--- config.mk ---
export PLATFORM = sky130hd
export DESIGN_NAME = tx_word_serializer
export DESIGN_NICKNAME = d
export VERILOG_FILES = /design/src/rtl/tx_word_serializer.sv
export SDC_FILE = /design/constraint.sdc
export NUM_CORES = 1
export LEC_CHECK = 0
export ABC_AREA = 1
export CAP_MARGIN = 20
export CORE_MARGIN = 3
export CORE_UTILIZATION = 40
export DETAILED_ROUTE_END_ITERATION = 6
export HOLD_SLACK_MARGIN = 0.03
export PLACE_DENSITY_LB_ADDON = 0.15
export SLEW_MARGIN = 20
export SYNTH_ARGS = -nofsm -noshare
export SYNTH_HDL_FRONTEND = slang
export SYNTH_SLANG_ARGS = --single-unit
--- constraint.sdc ---
create_clock -name clk -period 3.9 [get_ports clk]
set_clock_uncertainty 0.2 [all_clocks]
set_input_delay 0.39 -clock clk [delete_from_list [all_inputs] [get_ports clk]]
set_output_delay 0.39 -clock clk [all_outputs]
set_load 0.02 [all_outputs]
--- src/rtl/tx_word_serializer.sv ---
// Serializes parallel words (or PRBS7/PRBS15/idle zeros) into one bit per clock for the FIR driver.
// Latency: accepted word reaches dout within W+1 cycles (2 cycles when accepted just before a word boundary).
// Backpressure: one-entry holding buffer; din_ready drops while it is full and rises once it drains at a DATA boundary.
module tx_word_serializer #(
  parameter int W         = 16,
  parameter bit MSB_FIRST = 1'b1
) (
  input  logic         clk,
  input  logic         rstn,
  input  logic [1:0]   mode,
  input  logic [W-1:0] din,
  input  logic         din_valid,
  output logic         din_ready,
  input  logic         clr_underrun,
  output logic         dout,
  output logic         word_start,
  output logic         underrun
);

  localparam int CW = $clog2(W);

  typedef enum logic [1:0] {
    S_IDLE = 2'd0,
    S_DATA = 2'd1,
    S_PRBS = 2'd2
  } state_t;

  state_t         state_q, state_d;
  logic           prbs15_q, prbs15_d;   // 1: PRBS15 polynomial selected, 0: PRBS7
  logic           first_q;              // first cycle after reset release acts as a boundary
  logic [CW-1:0]  cnt_q, cnt_d;
  logic           hold_vld_q, hold_vld_d;
  logic [W-1:0]   hold_data_q, hold_data_d;
  logic [W-1:0]   sh_q, sh_d;
  logic [6:0]     l7_q, l7_d;
  logic [14:0]    l15_q, l15_d;
  logic           dout_d, ws_d, ur_d, rdy_d;

  logic           boundary;
  logic           xfer;
  logic           load;
  logic           reseed;
  logic [6:0]     l7_cur;
  logic [14:0]    l15_cur;
  logic           fb7, fb15;
  logic [W-1:0]   sh_src;

  // Next-state, buffer, LFSR and registered-output decode; mode only matters at boundaries.
  always_comb begin
    boundary    = first_q | (cnt_q == CW'(W - 1));
    xfer        = din_valid & din_ready;
    state_d     = state_q;
    prbs15_d    = prbs15_q;
    cnt_d       = boundary ? '0 : cnt_q + CW'(1);
    hold_vld_d  = hold_vld_q;
    hold_data_d = hold_data_q;
    sh_d        = sh_q;
    l7_d        = l7_q;
    l15_d       = l15_q;
    dout_d      = 1'b0;
    ws_d        = boundary;
    ur_d        = underrun;
    sh_src      = sh_q;

    if (boundary) begin
      case (mode)
        2'd0:    state_d = S_IDLE;
        2'd1:    state_d = S_DATA;
        2'd2: begin
          state_d  = S_PRBS;
          prbs15_d = 1'b0;
        end
        default: begin
          state_d  = S_PRBS;
          prbs15_d = 1'b1;
        end
      endcase
    end

    // Entering PRBS, or changing polynomial, restarts the sequence from all-ones.
    reseed  = boundary & (state_d == S_PRBS) &
              ((state_q != S_PRBS) | (prbs15_d != prbs15_q));
    l7_cur  = (reseed & ~prbs15_d) ? 7'h7F : l7_q;
    l15_cur = (reseed &  prbs15_d) ? 15'h7FFF : l15_q;
    fb7     = l7_cur[6] ^ l7_cur[5];
    fb15    = l15_cur[14] ^ l15_cur[13];

    load = boundary & (state_d == S_DATA) & hold_vld_q;

    if (state_d == S_PRBS) begin
      // Shift register is bypassed; only the selected LFSR advances.
      if (prbs15_d) begin
        dout_d = fb15;
        l15_d  = {l15_cur[13:0], fb15};
      end else begin
        dout_d = fb7;
        l7_d   = {l7_cur[5:0], fb7};
      end
    end else begin
      if (boundary) begin
        sh_src = load ? hold_data_q : '0;
      end
      dout_d = MSB_FIRST ? sh_src[W-1] : sh_src[0];
      sh_d   = MSB_FIRST ? (sh_src << 1) : (sh_src >> 1);
    end

    // Set beats clear when both happen on the same edge.
    if (clr_underrun) begin
      ur_d = 1'b0;
    end
    if (boundary & (state_d == S_DATA) & ~hold_vld_q) begin
      ur_d = 1'b1;
    end

    // A load frees the buffer; a same-edge transfer refills it with the new word.
    if (load) begin
      hold_vld_d = 1'b0;
    end
    if (xfer) begin
      hold_vld_d  = 1'b1;
      hold_data_d = din;
    end
    rdy_d = ~hold_vld_d;
  end

  // State, datapath and output registers with synchronous active-low reset.
  always_ff @(posedge clk) begin
    if (!rstn) begin
      state_q     <= S_IDLE;
      prbs15_q    <= 1'b0;
      first_q     <= 1'b1;
      cnt_q       <= '0;
      hold_vld_q  <= 1'b0;
      hold_data_q <= '0;
      sh_q        <= '0;
      l7_q        <= 7'h7F;
      l15_q       <= 15'h7FFF;
      dout        <= 1'b0;
      word_start  <= 1'b0;
      underrun    <= 1'b0;
      din_ready   <= 1'b0;
    end else begin
      state_q     <= state_d;
      prbs15_q    <= prbs15_d;
      first_q     <= 1'b0;
      cnt_q       <= cnt_d;
      hold_vld_q  <= hold_vld_d;
      hold_data_q <= hold_data_d;
      sh_q        <= sh_d;
      l7_q        <= l7_d;
      l15_q       <= l15_d;
      dout        <= dout_d;
      word_start  <= ws_d;
      underrun    <= ur_d;
      din_ready   <= rdy_d;
    end
  end

endmodule
=== Word-level counts from Yosys, hierarchy flattened ===
Cells that the tools add are included.

* Register bits: 66
* Output and inout bits: 4
* Logic and storage cells: 58

* Add/subtract/negate cells: 1
* Equality and inequality tests: 7
* Muxes and demuxes: 15
* Bitwise operators: 16
* Reduce and logical (&&, ||, !) cells: 6

{| class="wikitable"
|+ Operator list
! kind !! number
|-
| two-way mux 16 bit || 2
|-
| two-way mux 15 bit || 1
|-
| bitwise AND 1 bit || 8
|-
| two-way mux 1 bit || 8
|-
| two-way mux 7 bit || 1
|-
| adder 4 x 1 -> 4 bit, second input constant || 1
|-
| == test 2 x 1 -> 1 bit, second input constant || 2
|-
| == test 2 bit, second input constant || 2
|-
| == test 4 bit, second input constant || 1
|-
| inverter 1 bit || 4
|-
| one-hot mux 2 bit (2 select lines) || 1
|-
| AND reduction 2 bit || 2
|-
| OR reduction 2 bit || 2
|-
| logical NOT 2 bit || 1
|-
| two-way mux 2 bit || 1
|-
| inequality test 2 bit, second input constant || 1
|-
| OR 1 bit || 2
|-
| one-hot mux 1 bit (2 select lines) || 1
|-
| nonzero test 2 bit || 1
|-
| XOR 1 bit || 2
|-
| inequality test 1 bit || 1
|}

=== Longest topological paths before layout ===
* Depth after elaboration: 12
* Mapped depth: 11

=== Worst setup path after synthesis ===
Ideal clock, no wire load.

* Path type: register to register
* Start: reg cnt_q[0]
* End: reg l15_q[10]
* Library setup time: 0.126 ns
* Data arrival time: 1.510 ns
* Path slack: 2.064 ns
* Stages on the path, launching flop included: 12
* Clock period less this slack: 1.836 ns
* Path through: dfxtp_1 -> ha_1 -> nand3_2 -> nand2_4 -> nand2_2 -> nand2_1 -> nor2_4 -> buf_6 -> nand3_4 -> buf_6 -> o22ai_1 -> nand2_1

* Longest elaborated chain between the ends: 8
* Elaborated cells on any way between the ends: 12

{| class="wikitable"
|+ RTL lines
! element !! RTL line !! RTL
|-
| from (decl) || 31 || <nowiki>logic [CW-1:0] cnt_q, cnt_d;</nowiki>
|-
| from (signal assigned) || 146 || <nowiki>cnt_q <= cnt_d;</nowiki>
|-
| == test 4 bit (*) || 50 || <nowiki>boundary = first_q | (cnt_q == CW'(W - 1));</nowiki>
|-
| OR 1 bit (*) || 50 ||
|-
| two-way mux 2 bit / two-way mux 1 bit (equally long branches) || 65 || <nowiki>if (boundary) begin</nowiki>
|-
| == test 2 bit / inequality test 1 bit (equally long branches) || 81, 90, 82 ||
|-
| bitwise AND 1 bit / OR 1 bit (equally long branches) || 81, 82 ||
|-
| bitwise AND 1 bit || 81 || <nowiki>reseed = boundary & (state_d == S_PRBS) &</nowiki>
|-
| bitwise AND 1 bit || 84 || <nowiki>l15_cur = (reseed & prbs15_d) ? 15'h7FFF : l15_q;</nowiki>
|-
| two-way mux 15 bit || 84 ||
|-
| to (signal assigned) || 151 || <nowiki>l15_q <= l15_d;</nowiki>
|-
| to (decl) || 36 || <nowiki>logic [14:0] l15_q, l15_d;</nowiki>
|}

Every way passes the cells marked *; elsewhere a longest branch is shown, timed or not.
A chain may end at the register's enable or synchronous reset.

=== Worst setup path after layout ===
* Start: reg cnt_q[0]
* End: reg l15_q[1]

The elaborated chain is that of the path after synthesis.

==> impl_metrics.toml <==
[run_status]
outcome = "complete, no violations"

[global_route]
grt_pass1_vias = 1774
grt_pass1_wl_um = 8220
antenna_found_initial = 0
grt_usage = 0.142
grt_max_degree = 38
grt.overflow.total = 0

[clocking]
cts.path.max_buffers = 2
path_clk_slew_ns = 0.07
cts.sinks = 66
cts_resized = 0
holdBufCountCts = 0
cts_tree = "yes"
post_cts_buffers = 0
numCtsBuffers = 9
clkLatencyLatePin_ns = 0.34
cts.htree.levels = 3
cts-root-buf = "clkbuf_8"

[worst_setup_path]
cp_max_fo = 20
start_kind = "flop"
required_ns = 3.98
worstPathCellList = "ha_1 > nand3_2 > nand2_4 > nand2_1 > nand2_1 > nor2_4 > clkinv_2 > nor2_4 > o22ai_1 > nand2_1"
critical_path.top_delay_family = "simple AND/OR/NAND/NOR gates"
r2r-end = "l15_q[1]"
endpoint_kind = "flop"
path_buf_inv = 1
r2r_cells = 10
max_stage_delay_ns = 0.46
r2r_start = "cnt_q[0]"
critPathKind = "flop to flop"
arrival_ns = 2.67
slowest_stage = "nor2_4"
crit_top_cell = "nand2_1"
rrSetupSlack_ns = 1.31

[timing]
slew_viol_final = 0
period_share = 0.665
setup_viol = 0
finalCriticalPeriod_ns = 2.59
rsz0062_at_grt = "false"
finalWorstSetupSlack_ns = 1.31
worst_slew_pin_slew_ns = 0.666
setup_tns_ns = 0
fmax_mhz = 386
hold_viol_final = 0
slew-limit-headroom = 0.554

[yosys]
syn_area_mm2 = 0.00249
synthCells = 305
netlist_top_cells_count = "66 x dfxtp_1, 51 x nand2_1, 47 x nor2_1"
yosysWarningCount = 0
yosysMostFrequentCell = "dfxtp_1"
ys_seq_area_frac = 0.531
synth_edf_count = 0
avgSynthCellArea_um2 = 8.16
synth_nets = 328
yosysTopAreaCell = "dfxtp_1"
synth_cell_type_count = 28
async_flop_share = 0
synth_top_area_share = 0.531
synthTopCellsByArea = "dfxtp_1 53%, nand2_1 7.7%, nor2_1 7.1%, a21oi_1 6.2%, o22ai_1 5.0%"
ys_dominant_reg_cell = "dfxtp_1"
ys_ff_latch = 66

[hold_path]
holdPathEnd = "cnt_q[0]"
holdPathStages = 1
hold_class = "flop to flop"
min_from = "cnt_q[0]"

[detailed_routing]
drc = 0
routedWlPerCell_um = 11.6
viasPerCell = 4.85
ant_nets = 0
wl_um = 4750
num_vias = 1977
drtPass1Iterations = 4
initialDrtViolationCount = 88

[job]
maxCapViolCount = 0

[floorplan]
io_pins = 26
die_w_um = 84.9
fp.dieH_um = 84.9
core-area_mm2 = 0.00596
start_util = 0.418
num_rows = 28
dieArea_mm2 = 0.00720

[placed_design]
dpl.hpwl_um = 2990
port_buffers = 25
pre_cts_ws_ns = 1.08
place.gp.congestion = 0.724

[final_layout]
antenna_cells = 0
area_growth_pct = 18.6
layout-drive-gt1-share = 0.0901
finalNetCount = 351

[power]
powerDensity_mw_per_mm2 = 475
leakage_uw = 0.00111
vdd_drop_max_uv = 210
cell families (layout without fill, tap and decap cells):
| logic type | count (synthesis) | in the layout | synth area share |
|---|---|---|---|
| simple gates | 116 | 116 | 0.204 |
| compound gates | 85 | 85 | 0.186 |
| flops | 66 | 66 | 0.531 |
| buf+inv | 33 | 61 | 0.0608 |
| xor+xnor | 4 | 4 | 0.0141 |
| fa+ha+maj | 1 | 1 | 0.00503 |
layer usage:
layer | part of all wire | global-route usage | wire (um) | vias up
li1 | - | - | - | 1063
met1 | 0.52 | 0.187 | 2450 | 874
met2 | 0.42 | 0.212 | 2010 | 32
met3 | 0.039 | 0.0359 | 183 | 8
met4 | 0.020 | 0.0777 | 93 | 0
met5 | 0 | 0 | 0 | -
per-stage QoR:
step / power (uW) / cell area [um^2] / utilization / hold WS (ns) / cells
3_3_place_gp: 869 / 2770 / 0.464 / 0.238 / 392
5_1_grt: 1470 / 2950 / 0.496 / 0.279 / 408
2_1_floorplan: 828 / 2490 / - / 0.218 / 305
4_1_cts: 1420 / 2950 / 0.496 / 0.258 / 408
6_report: 1400 / 2950 / 0.496 / 0.257 / 408
3_5_place_dp: 871 / 2770 / 0.464 / 0.242 / 392
registers in the layout, summed over array words and instances, names as in the netlist:
register / count
hold_data_q: 16
l15_q: 15
sh_q: 15
l7_q: 7
cnt_q: 4
state_q: 2
din_ready: 1
dout: 1
first_q: 1
hold_vld_q: 1
prbs15_q: 1
underrun: 1
word_start: 1
placed cells by master (no fill, tap or decap), types with 3 or more instances in the layout:
cell | synthesis | routed
o22ai_1 | 20 | 20
clkbuf_8 | 0 | 9
xor2_1 | 3 | 3
clkdlybuf4s50_1 | 0 | 25
nor2_1 | 47 | 47
dfxtp_1 | 66 | 66
a21oi_1 | 31 | 31
clkinv_2 | 1 | 3
nand3_1 | 6 | 6
o21ai_1 | 7 | 7
clkinv_1 | 3 | 3
nor2_2 | 3 | 3
o21ai_0 | 23 | 23
nand2_1 | 51 | 51
inv_1 | 12 | 12
worst max path at each step:
| stage | start | end | slack (ns) | depth (start not counted) |
|---|---|---|---|---|
| floorplan | cnt_q[0] | l15_q[10] | 2.06 | 11 |
| global placement | mode[1] | l15_q[0] | 1.10 | 8 |
| detailed placement | mode[1] | l15_q[0] | 1.08 | 8 |
| CTS | cnt_q[0] | l15_q[2] | 1.30 | 10 |
| global route | cnt_q[0] | l15_q[1] | 1.04 | 10 |
| finish | cnt_q[0] | l15_q[1] | 1.31 | 10 |
power by group:
part           switching [uW]  internal, uW
Clock                     252           293
Combinational            78.9          54.7
Sequential               16.0           706
worst register-to-register path: cells and delay by family (launching register included):
family / cells / cell delay, ns
fa+ha+maj: 1 / 0.23
flops: 1 / 0.33
simple gates: 7 / 1.26
buf+inv: 1 / 0.38
compound gates: 1 / 0.13
cell type report:
class | count | area [um^2]
timing repair buffer | 27 | 265
fill | 614 | 3000
tap | 75 | 93.8
clock buffer | 11 | 131
sequential | 66 | 1320
multi-input combinational | 206 | 1020
clock inverter | 5 | 55.1
inverter | 18 | 68.8
No activity file was read; power rests on OpenSTA's default activity.
==> variant 1 (config.mk and constraints unchanged) <==
The 3 states of `state_t` get a one-hot encoding in 3 bits.
--- a/src/rtl/tx_word_serializer.sv
+++ b/src/rtl/tx_word_serializer.sv
@@ -20,8 +20,8 @@
   localparam int CW = $clog2(W);
 
-  typedef enum logic [1:0] {
-    S_IDLE = 2'd0,
-    S_DATA = 2'd1,
-    S_PRBS = 2'd2
+  typedef enum logic [2:0] {
+    S_IDLE = 3'b001,
+    S_DATA = 3'b010,
+    S_PRBS = 3'b100
   } state_t;
 
Check against the original RTL: same outputs for any inputs over 10 cycles, from zero or initial values and one cycle with rstn low; not proved beyond that.
==> variant 1 against the unedited design <==
Global-route usage grew 1.2 points; total power grew 1.4%; sequential share of layout area shrank 1.7 points; cell area grew 5.6%; worst hold slack lost 4.1 ps; critical path type unchanged; highest routed layer unchanged; clock power is essentially flat; fmax grew 0.79%; wire length grew 13%; worst setup slack gained 20 ps; first-iteration DRC count grew 13%; combinational power grew 4%; area after synthesis grew 7.9%; sequential cell count grew 1; critical path depth grew 3.
==> variant 1: results (changes against the unedited design) <==
- Status: finished clean
- Critical path peak fanout: 39 (+95%)
- Root Driver: clkbuf_8
- Register area share after synthesis: 49.95% (-3.1 points)
- Crit path DAT: 2580 ps (-90 ps)
- Fillers: 643 (+4.7%)
- Post-DP HPWL: 3357 um (+12%)
- Gate Count Post-Synth: 338 (+11%)
- Synth cell types: 25 (-11%)
- Placed cell area: 2937 um^2 (+6.2%)
- Placed cells: 422 (+7.7%)
- Area Growth Syn to Fin: 16.12%
- Pin count of the biggest net entering global routing: 45 (+18%)
- Commonest cells in the netlist: 67 x dfxtp_1, 59 x nand2_1, 48 x nor2_1, 32 x a21oi_1, 30 x o21ai_0
- Share of post-route cells with drive strength above 1: 6.128% (-2.9 points)
- Post-place setup slack: 1116 ps (+37.34 ps)
- GR Util All Layers: 15.33% (+1.2 points)
- WL final: 5339 um (+13%)
- Via/cell ratio: 5.142 (+6.1%)
- Leak: 1.255 nW (+13%)
- First-pass GRT wire length: 9349 um (+14%)
- Vias in the first global route: 2,105 (+19%)
- Detailed Route Iter0 Violations: 99 (+13%)
- Worst IR Drop VDD: 0.1514 mV (-28%)
- Critical path startpoint: cnt_q[0]$_SDFF_PP0_
- Worst slew margin: 49.48% (-6.0 points)
- Syn_nets: 361 (+10%)
- Final Wtd Congestion: 0.7759 (+7.1%)
- Final non-filler cell total: 436 (+6.9%)
- Number of nets in the layout: 379 (+8.0%)
==> variant 1: cell types whose count changed in the layout (fill, tap and decap cells not counted), sizes merged, moves of 2 or more <==
| cell | delta |
|---|---|
| clkinvlp | -2 |
| nand2 | +8 |
| nand3 | +20 |
| nor2 | -3 |
| o211ai | -2 |
| o22ai | -20 |
| o311ai | +20 |
==> variant 1: logic make-up after synthesis <==
kind of cell	after synthesis	synth area share (%)
adders and majority gates	1	0.4659
and+or+nand+nor	143	22.65
AOI/OAI and AO/OA	84	18.73
xor gates and xnor gates	4	1.305
buffers and inverters	39	6.896
DFF	67	49.95
==> variant 1: final cells by class <==
class	count	share of cell area, %
Inverter	18	2.167
Clock buffer	11	4.535
Timing Repair Buffer	28	8.748
Clock inverter	3	1.284
Sequential cell	67	43.02
Tap cell	77	3.090
Multi-Input combinational cell	232	37.16
==> variant 1: worst max-delay path, stage by stage, from the launching register on <==
cell	delay (ps)
dfxtp_1	360
ha_1	210
nand3_2	140
nand2_4	140
nand2_1	90
nand2_1	70
nand2_1	60
nor2_2	70
buf_4	350
inv_1	300
nor2_1	150
inv_1	130
nand2_1	90
nand3_1	70
==> variant 1: worst paths after layout <==
kind	end	slack (ps)	cells after the start
max	l7_q[5]$_SDFFE_PN1P_	1330	13
min reg2reg	cnt_q[0]$_SDFF_PP0_	250	1
max reg2reg	l7_q[5]$_SDFFE_PN1P_	1330	13
min	cnt_q[0]$_SDFF_PP0_	250	1
==> variant 1: routing by layer <==
layer	GRT usage, %	vias to the layer above	part of all wire, %
li1	-	1183	-
met1	20.03	1013	51
met2	23.70	39	44
met3	4.516	7	3.4
met4	6.276	0	1.5
met5	0	-	0
==> variant 1: power breakdown <==
group          switching [mW]  total, mW  internal, mW
clock network           0.239      0.543         0.304
logic                  0.0820      0.139        0.0571
registers              0.0184      0.738         0.720
==> variant 2 (same flow settings) <==
Without the edit above. Change the parameter `W` from 16 to 8.
--- a/src/rtl/tx_word_serializer.sv
+++ b/src/rtl/tx_word_serializer.sv
@@ -3,5 +3,5 @@
 // Backpressure: one-entry holding buffer; din_ready drops while it is full and rises once it drains at a DATA boundary.
 module tx_word_serializer #(
-  parameter int W         = 16,
+  parameter int W         = 8,
   parameter bit MSB_FIRST = 1'b1
 ) (
Interface: changed (resized din); port bits go from 26 to 18. No check against the original RTL was run, so the function may have changed too.
==> variant 2 against the unedited design <==
Sequential share of layout area is 3.8 points lower; die area is 14% lower; area after synthesis is 15% lower; sequential cell count is 17 lower; non-clock buffer count is 8 lower; cell area is 19% lower; worst setup slack better by 380 ps; wire length is 27% lower; total power is 29% lower; synthesized cell count is 20% lower; via count is 22% lower; sequential power is 23% lower; critical path type unchanged.
==> variant 2: results (changes against the unedited design) <==
- Worst slew margin: 53.93% (-1.5 points)
- Register area share after synthesis: 46.28% (-6.8 points)
- Post-DP HPWL: 2448 um (-18%)
- Synth cell types: 30 (+7.1%)
- Vias in the first global route: 1,460 (-18%)
- Metal-1 WL: 1783 um (-27%)
- Status: finished clean
- Placed cell area: 2306 um^2 (-17%)
- Initial antenna violation count: 0 (unchanged)
- TritonCTS Buffers: 5 (-4)
- GR Util All Layers: 13.08% (-1.1 points)
- Detailed Route Iter0 Violations: 53 (-40%)
- H-tree depth: 2 (-1)
- Met3 routed WL: 120 um (-34%)
- Number of nets in the layout: 276 (-21%)
- Worst IR Drop VDD: 0.2008 mV (-4.5%)
- Pin count of the biggest net entering global routing: 18 (-53%)
- Critical path peak fanout: 17 (-15%)
- Leak: 0.9929 nW (-10%)
- Wire length on met2: 1513 um (-25%)
- Setup slack, reg-to-reg: 1690 ps (+380 ps)
- Worst skew pair latency: 300 ps (-40 ps)
- GR Util met1: 16.37% (-2.4 points)
- Met2 global-route usage: 20.88% (-0.33 points)
- Grt met3 use: 3.401% (-0.19 points)
- Final Wtd Congestion: 0.7172 (-0.99%)
## variant 2: worst paths after layout
path,depth (start not counted),end
worst min-delay path,1,cnt_q[0]$_SDFF_PP0_
worst max register to register,12,dout$_SDFF_PN0_
worst min register to register,1,cnt_q[0]$_SDFF_PP0_
worst max-delay path,12,dout$_SDFF_PN0_
## variant 2: kinds of logic (layout without fill, tap and decap cells)
kind of cell	after synthesis	in the layout	synth area share, %
adders and majority gates	2	2	1.180
AOI/OAI and AO/OA	57	57	16.65
buffers and inverters	30	46	7.792
and+or+nand+nor	104	104	27.27
xor gates and xnor gates	2	2	0.8266
DFF	49	49	46.28
## variant 2: report_power, final
part	switching (mW)	total [mW]	internal, mW
Combinational	0.0846	0.144	0.0598
Sequential	0.0203	0.556	0.536
Clock	0.156	0.297	0.141
## variant 2: final cells by class
cell class                 instances  share of cell area (%)
tap                               67                   3.504
inverter                          20                   3.452
multi-input combinational        165                   40.69
timing repair buffer              19                   7.741
clock buffer                       7                   3.609
sequential                        49                   41.00
## variant 2: metrics by stage
step | hold WS [ps] | setup WS (ps) | instances | util [%] | power, mW
floorplan | 199.0 | 2009 | 244 | - | 0.6810
global placement | 214.9 | 1639 | 320 | 46.96 | 0.7133
detailed placement | 216.1 | 1616 | 320 | 46.96 | 0.7140
CTS | 228.0 | 1656 | 327 | 48.71 | 1.015
global route | 243.5 | 1449 | 327 | 48.71 | 1.055
finish | 224.6 | 1688 | 327 | 48.71 | 0.9973
## variant 2: critical path, stage by stage, from the launching register on
cell and delay, ps:
dfxtp_1 320, ha_1 190, ha_1 240, nor2_4 340, nand2_1 170, nand2_4 130, nor2_8 60, nand2_8 130
nor2_4 40, nand2_1 80, nand3_1 80, nand2_1 80, inv_1 50
